$ cat src/rtl/mod_seq_unit.sv
// rtl/mod_seq_unit.sv - sequential unsigned a mod b by repeated subtraction, start/done handshake
//
// Ports:
//   clk       rising-edge clock
//   rst_n     synchronous active-low reset
//   start     request, sampled only in IDLE
//   a, b      dividend / divisor, captured on the accepting edge
//   busy      high while in CHECK
//   done      one-cycle pulse in DONE
//   result    registered remainder, held until the next DONE
//   div_zero  captured divisor was zero; valid with done, held like result

module mod_seq_unit #(
    parameter int WIDTH = 4
) (
    input  logic             clk,
    input  logic             rst_n,
    input  logic             start,
    input  logic [WIDTH-1:0] a,
    input  logic [WIDTH-1:0] b,
    output logic             busy,
    output logic             done,
    output logic [WIDTH-1:0] result,
    output logic             div_zero
);

    typedef enum logic [1:0] {
        IDLE  = 2'd0,
        CHECK = 2'd1,
        DONE  = 2'd2
    } state_t;

    state_t           state_q, state_nx;
    logic [WIDTH-1:0] rem_q, rem_nx;
    logic [WIDTH-1:0] dvs_q, dvs_nx;
    logic [WIDTH-1:0] result_nx;
    logic             div_zero_nx;

    always_ff @(posedge clk) begin
        if (!rst_n) begin
            state_q  <= IDLE;
            rem_q    <= '0;
            dvs_q    <= '0;
            result   <= '0;
            div_zero <= 1'b0;
        end else begin
            state_q  <= state_nx;
            rem_q    <= rem_nx;
            dvs_q    <= dvs_nx;
            result   <= result_nx;
            div_zero <= div_zero_nx;
        end
    end

    always_comb begin
        state_nx    = state_q;
        rem_nx      = rem_q;
        dvs_nx      = dvs_q;
        result_nx   = result;
        div_zero_nx = div_zero;
        busy        = 1'b0;
        done        = 1'b0;

        case (state_q)
            IDLE: begin
                if (start) begin
                    rem_nx      = a;
                    dvs_nx      = b;
                    // result keeps the previous remainder through CHECK
                    div_zero_nx = 1'b0;
                    state_nx    = CHECK;
                end
            end

            CHECK: begin
                busy = 1'b1;
                if (dvs_q == '0) begin
                    result_nx   = rem_q;
                    div_zero_nx = 1'b1;
                    state_nx    = DONE;
                end else if (rem_q < dvs_q) begin
                    result_nx = rem_q;
                    state_nx  = DONE;
                end else begin
                    // rem_q >= dvs_q here, so the subtraction cannot borrow
                    rem_nx = rem_q - dvs_q;
                end
            end

            DONE: begin
                done     = 1'b1;
                state_nx = IDLE;
            end

            default: begin
                state_nx = IDLE;
            end
        endcase
    end

endmodule

$ cat config.mk
export PLATFORM = sky130hd
export DESIGN_NAME = mod_seq_unit
export DESIGN_NICKNAME = d
export VERILOG_FILES = /design/src/rtl/mod_seq_unit.sv
export SDC_FILE = /design/constraint.sdc
export NUM_CORES = 1
export LEC_CHECK = 0
export ABC_AREA = 1
export CORE_ASPECT_RATIO = 1.25
export CORE_UTILIZATION = 40
export CTS_BUF_LIST = sky130_fd_sc_hd__clkbuf_8
export DETAILED_ROUTE_END_ITERATION = 6
export MAX_ROUTING_LAYER = met4
export PLACE_DENSITY = 0.74
export SLEW_MARGIN = 15
export SYNTH_ARGS = -nofsm -noshare
export SYNTH_HDL_FRONTEND = slang
export SYNTH_SLANG_ARGS = --single-unit
export TNS_END_PERCENT = 1
$ cat constraint.sdc
create_clock -name clk -period 2.1 [get_ports clk]
set_clock_uncertainty 0.05 [all_clocks]
set_input_delay 0.315 -clock clk [delete_from_list [all_inputs] [get_ports clk]]
set_output_delay 0.315 -clock clk [all_outputs]
set_load 0.05 [all_outputs]
After elaboration in Yosys (flattened, before gate mapping) --
Cells that the tools add are included.
Word-level totals: logic and storage cells 38, register bits after elaboration 15, bits of input ports 11, output and inout bits 7
Operators by class: equal/unequal tests 7, mux-type cells 15, reductions and logical operators 9, $lt $le $gt $ge 1, add/subtract/negate cells 1
Operators with widths (count):
- $mux W4 | 5
- $ne A2 B2 Y1 const B | 4
- $pmux W4 S2 | 1
- $mux W2 | 3
- $reduce_and A2 Y1 | 3
- $logic_not A4 Y1 | 1
- $lt A4 B4 Y1 | 1
- $mux W1 | 4
- $pmux W2 S2 | 1
- $reduce_and A4 Y1 | 1
- $reduce_bool A2 Y1 | 2
- $sub A4 B4 Y4 | 1
- $ne A3 B3 Y1 const B | 1
- $reduce_and A3 Y1 | 1
- $eq A2 B1 Y1 const B | 1
- $eq A2 B2 Y1 const B | 1
- $logic_not A2 Y1 | 1
- $pmux W1 S2 | 1

Longest topological paths before layout --
Gate-level depths: netlist of the first run.
word-level depth 4, depth in mapped cells 10

Worst setup path before layout of the first run --
Ideal clock, no wire load.
path type reg2reg, start register rem_q[0], end register result[0], path buffers 0, cell stages (with the launch flop) 10, library setup time 0.116 ns, data required time 1.934 ns, arrival 1.479 ns, path slack 0.455 ns, cell sequence dfxtp_1 inv_1 ha_1 fa_1 inv_1 nand3_1 nand3_4 nand2_2 o21ai_0 nor2_1
On the way: cells in the longest elaborated chain, start to end 3, elaborated cells on any way between the ends 5, classes of those cells 1 x order compare; 2 x mux; 2 x reduce/logical
Ends and longest elaborated chain:
- start, declared | line 34 | logic [WIDTH-1:0] rem_q, rem_nx;
- start signal, assigned | line 48 | rem_q <= rem_nx;
- $lt A4 B4 Y1 | line 81 | end else if (rem_q < dvs_q) begin
- $reduce_bool A2 Y1 (no line)
- $reduce_and A2 Y1 (no line)
- end signal, assigned | line 50 | result <= result_nx;
- end, declared | line 23 | output logic [WIDTH-1:0] result,
Parallel ways exist; a longest one is shown, timed or not. The select of a mux whose other input is x is not followed. A chain may end at the register's enable or synchronous reset.

Final worst setup path of the first run --
start register state_q[1], end output port done
On the way: cells in the longest elaborated chain, start to end 2
Ends and longest elaborated chain:
- start, declared | line 33 | state_t state_q, state_nx;
- start signal, assigned | line 47 | state_q <= state_nx;
- $eq A2 B2 Y1 | line 64 | case (state_q)
- $mux W1 | line 64
- end, declared | line 22 | output logic done,
Every way passes these cells.

==> out/summary.txt, run 1 <==
Yosys warnings = 0
Least-Margin Pin Slew = 0.500 ns
worst vdd ir = 854 µV
clock sinks = 15
# diodes = 0
pin count of the biggest net entering global routing = 13
mapped cell area = 808 µm²
final WL = 1720 µm
post-route ant nets = 0
buffer count from post-CTS setup fixing = 0
Post-synth EDFFs = 0
total CTS buffers = 3
overall via count from detail_route = 710
Cell Chain, Critical Path = inv_1 > nor2_1 > clkdlybuf4s50_1
top post-synthesis cells by count = nor2_1 (22), dfxtp_1 (15), nand2_1 (14)
Initial Util = 44.2%
most used routing layer = met2
die area = 0.00221 mm²
Syn Area/Cell = 7.77 µm²
fin. max-slew vios = 0
Net Sw Frac = 49.3%
clock period minus worst slack = 1.94 ns
FP Rows = 17
worst min-delay path class = reg -> reg
combinational fraction of design power = 59.5%
number of max-cap violations = 0
clk buf depth = 2
layout cells sized above 1 = 12.1%
first-pass GRT wire length = 2810 µm
top cell type's share of synthesized area = 37.2%
CP peak stage delay = 0.80 ns
initial antenna violation count = 0
number of setup violations in the final report = 0
GR Util met2 = 29.2%
met3 Use GR = 2.41%
root buf cell = clkbuf_8
GRT Residual Overflow = 0
syn nets = 120
Rel. slew slack = 66.6%
most frequent cell after synthesis = nor2_1
RePlAce Congestion = 0.842
Clock Latency Late Sink = 0.25 ns
clock network power share = 13.4%
Die Y = 52.3 µm
CP Launch Type = flip-flop
Clk pin slew, worst setup/hold paths = 0.06 ns
CP max-delay cell = clkdlybuf4s50_1
Syn Inst Count = 104
register bit total from synthesis = 15
synth unique cells = 18
cts repair resizes = 0
status = finished, final reports clean
sequential area share after synthesis = 37.2%
Final HPWL DP = 1320 µm
placed cell areas = 985 µm²
LEAKAGE = 0.000464 µW
Critical Path End Type = output pin
drt first pass iters = 4
H-tree depth = 1
asr flop ratio synth = 0%
internal power = 874 µW
DR iter-0 viols = 16
Synth area leader = dfxtp_1
Die Wd = 42.2 µm
CTS tree = built
final hold vios = 0
RSZ-0062 raised after global routing = no
Post-Route Setup TNS = 0 ns
Psw = 851 µW
GR Util All Layers = 18.2%
GRT met1 Usage = 20.3%
P per Cell Area = 1680 mW/mm²
DRC viols = 0
WS Path Type = reg -> out
IO Port Bufs = 17
crit share post-route = 92.5%
Fmax = 515 MHz
design area = 0.00103 mm²
average routed wire per standard cell = 12.1 µm
Top FF cell, synth = dfxtp_1
crit-path max FO = 2
WP data arrival = 1.58 ns
Top Ports = 18
sequential power share = 27.1%
vias in the first global route = 661
Worst Path Required = 1.74 ns
ranking of synthesized cells by area = dfxtp_1 (37%), nor2_1 (10%), nand2_1 (6.5%)
layout net count = 141
Layout area overhead = 27.4%
CTS hold repair buffers = 0
core area = 0.00183 mm²
number of vias per cell = 4.97
[state kept, by name, indices dropped and copies added, names as in the netlist]
signal    count
result        4
dvs_q         4
div_zero      1
rem_q         4
state_q       2
[metrics by stage]
stage | setup WS (ns) | util, % | hold slack, ns | cells | total power, µW
2_1_floorplan | 0.455 | - | 0.397 | 104 | 1240
6_report | 0.158 | 56.3 | 0.425 | 143 | 1730
4_1_cts | 0.148 | 56.3 | 0.420 | 143 | 1740
5_1_grt | 0.113 | 56.3 | 0.457 | 143 | 1860
3_5_place_dp | 0.342 | 53.8 | 0.411 | 139 | 1500
3_3_place_gp | 0.375 | 53.8 | 0.409 | 139 | 1480
[final cells by class]
type / count / area (µm²)
Clock buffer: 3 / 41.3
Clock inverter: 1 / 3.75
Fill cell: 166 / 800
Inverter: 14 / 57.6
Multi-Input combinational cell: 74 / 435
Sequential cell: 15 / 300
Tap cell: 19 / 23.8
Timing Repair Buffer: 17 / 168
[cells by family after synthesis]
family	count (synthesis)	synth area share (%)
simple gates	50	33.0
compound gates	18	11.1
buf+inv	15	8.98
flops	15	37.2
fa+ha+maj	5	8.67
xor+xnor	1	1.08
[per-layer routing]
metal	wire, µm	share of wire (%)	vias to the layer above
li1	-	-	373
met4	53	3.1	0
met3	33	1.9	4
met5	0	0	-
met2	851	49	13
met1	785	46	320
[cells in the final DEF, fill, tap and decap left out]
cell type,synthesis,final
nor2_1,22,22
clkdlybuf4s50_1,0,16
dfxtp_1,15,15
nand2_1,14,14
inv_1,12,13
o21ai_0,10,10
a21oi_1,8,8
nand3_1,4,4
ha_1,4,4
nand2_4,3,3
nand3_4,3,3
clkbuf_8,0,3
nand2_2,2,2
inv_6,1,1
inv_2,1,1
nor2_2,1,1
nand4_1,1,1
xor2_1,1,1
fa_1,1,1
buf_4,0,1
[power by group through the flow]
stage	combinational (µW)	sequential (µW)	clock, µW
after global routing	1130	476	257
after floorplan	629	615	0
after detailed placement	1030	472	0
after global placement	1010	473	0
after CTS	1040	466	235
final	1030	467	231
[worst max-delay path, delay by kind of cell (launching register included)]
kind                   cells  cell delay [ns]
DFF                        1             0.34
buffers and inverters      2             0.88
and+or+nand+nor            1             0.09
[worst paths after layout]
path / from / endpoint / slack [ns] / cells after the start
setup reg to reg: rem_q[0] / rem_q[0] / 0.33 / 10
hold reg to reg: div_zero / div_zero / 0.42 / 2
setup / recovery: state_q[1] / done / 0.16 / 3
hold / removal: div_zero / div_zero / 0.42 / 2
No activity file was read; power rests on OpenSTA's default activity.
==> run 2, diff against run 1 <==
Settings changed: GPL_TIMING_DRIVEN set to 0.
==> out/summary.txt, run 2 (same netlist as run 1, synthesis figures left out) <==
Fin Hold WS = 0.420 ns
worst min-delay path class = reg -> reg
initial antenna violation count = 0
Rel. slew slack = 66.8%
Register Area = 300 µm²
worst vdd ir = 820 µV
LEAKAGE = 0.000484 µW
average routed wire per standard cell = 11.6 µm
commonest non-fill, non-tap cell in the layout = nor2_1
status = finished, final reports clean
clock sinks = 15
layout net count = 142
CP Launch Type = flip-flop
vias in the first global route = 604
area of the multi-input gates = 435 µm²
overall via count from detail_route = 710
core area = 0.00183 mm²
DR iter-0 viols = 7
Initial Util = 44.2%
CTS hold repair buffers = 0
DRC viols = 0
design area = 0.00105 mm²
RePlAce Congestion = 0.821
fillers = 169
Die Wd = 42.2 µm
delay-heaviest family, CP = buffers and inverters
clk buf depth = 2
Clock Latency Late Sink = 0.25 ns
Buf/Inv on CP = 2
Clk pin slew, worst setup/hold paths = 0.06 ns
Top Ports = 18
CP peak stage delay = 0.81 ns
post-route ant nets = 0
total CTS buffers = 3
Fmax = 514 MHz
number of vias per cell = 4.93
Cell Chain, Critical Path = inv_1 > nor2_1 > clkdlybuf4s50_1
crit-path max FO = 2
worst setup margin = 0.153 ns
GRT Residual Overflow = 0
# diodes = 0
Layout Utilization = 57.5%
cts repair resizes = 0
number of max-cap violations = 0
RSZ-0062 raised after global routing = no
FP Rows = 17
WP data arrival = 1.58 ns
Critical Path End Type = output pin
P per Cell Area = 1650 mW/mm²
CTS tree = built
fin. max-slew vios = 0
placed cell areas = 0.00100 mm²
most frequent cells in the layout = nor2_1 (22), clkdlybuf4s50_1 (16), dfxtp_1 (15)
Least-Margin Pin Slew = 0.496 ns
pin count of the biggest net entering global routing = 11
buffer count from post-CTS setup fixing = 0
crit share post-route = 92.7%
drt first pass iters = 4
layout cells sized above 1 = 12.8%
Post-Route Setup TNS = 0 ns
Final HPWL DP = 1300 µm
root buf cell = clkbuf_8
number of setup violations in the final report = 0
Layout area overhead = 30.0%
clock period minus worst slack = 1.95 ns
IO Port Bufs = 17
first-pass GRT wire length = 2620 µm
GR Util All Layers = 16.7%
Top Registers = dvs_q: 4 flops, rem_q: 4 flops, result: 4 flops
H-tree depth = 1
WS Path Type = reg -> out
dpl ws = 0.300 ns
CP max-delay cell = clkdlybuf4s50_1
Worst Path Required = 1.74 ns
final WL = 1670 µm
Die Y = 52.3 µm
final hold vios = 0
die area = 0.00221 mm²
[run 2: path summary, 6_finish.rpt]
kind | from | endpoint | slack, ns | depth (start not counted)
max reg2reg | rem_q[0] | result[0] | 0.30 | 9
min reg2reg | div_zero | div_zero | 0.42 | 2
max | state_q[1] | done | 0.15 | 3
min | div_zero | div_zero | 0.42 | 2
[run 2: report_power, final]
part	internal (µW)	switching [µW]	leakage [µW]
clock network	132	109	0.0000255
registers	394	71.8	0.000124
logic	356	672	0.000335
[run 2: final cells by class]
type	count	area share, %
multi-input cells	74	41.4
well taps	19	2.26
inverters	14	5.48
flip-flops and latches	15	28.6
plain buffers	1	1.43
clock buffers	3	3.93
repair buffers	17	16.4
clock inverters	1	0.476
[run 2: per-layer routing]
layer,global-route usage (%),share of wire [%],wire length [µm]
met5,-,0,0
met4,9.38,2.4,40
met3,2.07,2.4,40
met2,28.2,51,855
met1,19.0,44,737
[run 2: worst reg2reg max path, delay by kind of cell, from the launching register on]
kind	cells	cell delay, ns
adders and majority gates	2	0.66
DFF	1	0.33
AOI/OAI and AO/OA	1	0.16
buffers and inverters	2	0.13
and+or+nand+nor	4	0.37
[run 2: through the flow]
stage	std cells	power (µW)
2_1_floorplan	104	1240
3_3_place_gp	140	1470
3_5_place_dp	140	1500
4_1_cts	144	1750
5_1_grt	144	1880
6_report	144	1740
==> run 3, diff against run 2 <==
Settings changed: CORE_ASPECT_RATIO 1.25 to not set, CORE_UTILIZATION 40 to 51, PLACE_DENSITY 0.74 to 0.89.
==> out/summary.txt, run 3 (same netlist as run 1, synthesis figures left out) <==
status = finished, final reports clean
DRC viols = 0
design area = 0.00105 mm²
Top Ports = 18
DR iter-0 viols = 13
layout net count = 142
Layout area overhead = 29.6%
LEAKAGE = 0.000484 µW
total CTS buffers = 3
FP Rows = 14
Post-Route Setup TNS = 0 ns
core area = 0.00149 mm²
Least-Margin Pin Slew = 0.497 ns
IO Port Bufs = 17
Total Power = 1750 µW
CTS tree = built
P per Cell Area = 1670 mW/mm²
Fin Hold WS = 0.429 ns
Critical Path End Type = output pin
GR Util All Layers = 25.5%
average routed wire per standard cell = 13.2 µm
commonest non-fill, non-tap cell in the layout = nor2_1
Die Y = 41.8 µm
fin. max-slew vios = 0
number of setup violations in the final report = 0
Top Registers = dvs_q: 4 flops, rem_q: 4 flops, result: 4 flops
# diodes = 0
Cell Chain, Critical Path = inv_1 > nor2_1 > clkdlybuf4s50_1
layout cells sized above 1 = 12.8%
Worst Path Required = 1.74 ns
RePlAce Congestion = 0.760
final hold vios = 0
Rel. slew slack = 66.8%
WS Path Type = reg -> out
CP Launch Type = flip-flop
clock period minus worst slack = 1.93 ns
Final HPWL DP = 1340 µm
CP max-delay cell = clkdlybuf4s50_1
crit-path max FO = 2
CTS hold repair buffers = 0
post-route ant nets = 0
final WL = 1860 µm
Clock Latency Late Sink = 0.25 ns
GRT Residual Overflow = 0
buffer count from post-CTS setup fixing = 0
Clk pin slew, worst setup/hold paths = 0.06 ns
H-tree depth = 1
number of vias per cell = 5.21
vias in the first global route = 728
Initial Util = 54.3%
CP peak stage delay = 0.80 ns
worst min-delay path class = reg -> reg
Fmax = 518 MHz
WP data arrival = 1.57 ns
placed cell areas = 998 µm²
worst vdd ir = 970 µV
pin count of the biggest net entering global routing = 11
crit share post-route = 92.0%
drt first pass iters = 4
Die Wd = 41.8 µm
die area = 0.00175 mm²
overall via count from detail_route = 735
number of max-cap violations = 0
most frequent cells in the layout = nor2_1 (22), clkdlybuf4s50_1 (16), dfxtp_1 (15)
clock sinks = 15
initial antenna violation count = 0
root buf cell = clkbuf_8
first-pass GRT wire length = 3270 µm
RSZ-0062 raised after global routing = no
clk buf depth = 2
-- run 3: cell counts in the layout (fill, tap and decap cells not counted) --
Identical to the previous run, type by type.
-- run 3: final timing paths --
kind,from,slack (ns),end,cells past startpoint
hold / removal,div_zero,0.43,div_zero,2
hold reg to reg,div_zero,0.43,div_zero,2
setup / recovery,state_q[1],0.17,done,3
setup reg to reg,rem_q[0],0.26,result[1],9
-- run 3: layout make-up --
cell class                      count  area [µm²]
Fill cell                         121         442
Multi-Input combinational cell     74         435
Sequential cell                    15         300
Timing Repair Buffer               17         173
Inverter                           14        57.6
Clock buffer                        3        41.3
Tap cell                           16        20.0
Buffer                              1        15.0
Clock inverter                      1        5.00
-- run 3: metrics by stage --
| stage | instances | utilization [%] | worst slack [ns] |
|---|---|---|---|
| after floorplan | 104 | - | 0.455 |
| after global placement | 137 | 67.1 | 0.327 |
| after detailed placement | 137 | 67.1 | 0.277 |
| after CTS | 141 | 70.2 | 0.0303 |
| after global routing | 141 | 70.3 | 0.0231 |
| final | 141 | 70.3 | 0.169 |
-- run 3: worst max-delay path, delay by kind of cell (launching register included) --
| kind | cells | cell delay [ns] |
|---|---|---|
| flops | 1 | 0.34 |
| buf+inv | 2 | 0.88 |
| simple gates | 1 | 0.09 |
-- run 3: layer usage --
layer  GRT usage (%)  part of all wire (%)
met5               -                     0
met2            44.7                    50
met1            29.0                    46
met3            2.61                   2.6
met4            11.6                   1.7
-- run 3: power by group --
part | leakage [µW] | switching [µW] | internal, µW
Sequential | 0.000124 | 77.2 | 394
Clock | 0.0000255 | 110 | 132
Combinational | 0.000335 | 683 | 356
-- run 3: repair_timing --
action	4_1_cts	5_1_grt
setup endpoints to repair	0	1
resized for setup	0	1
hold endpoints to repair	0	0
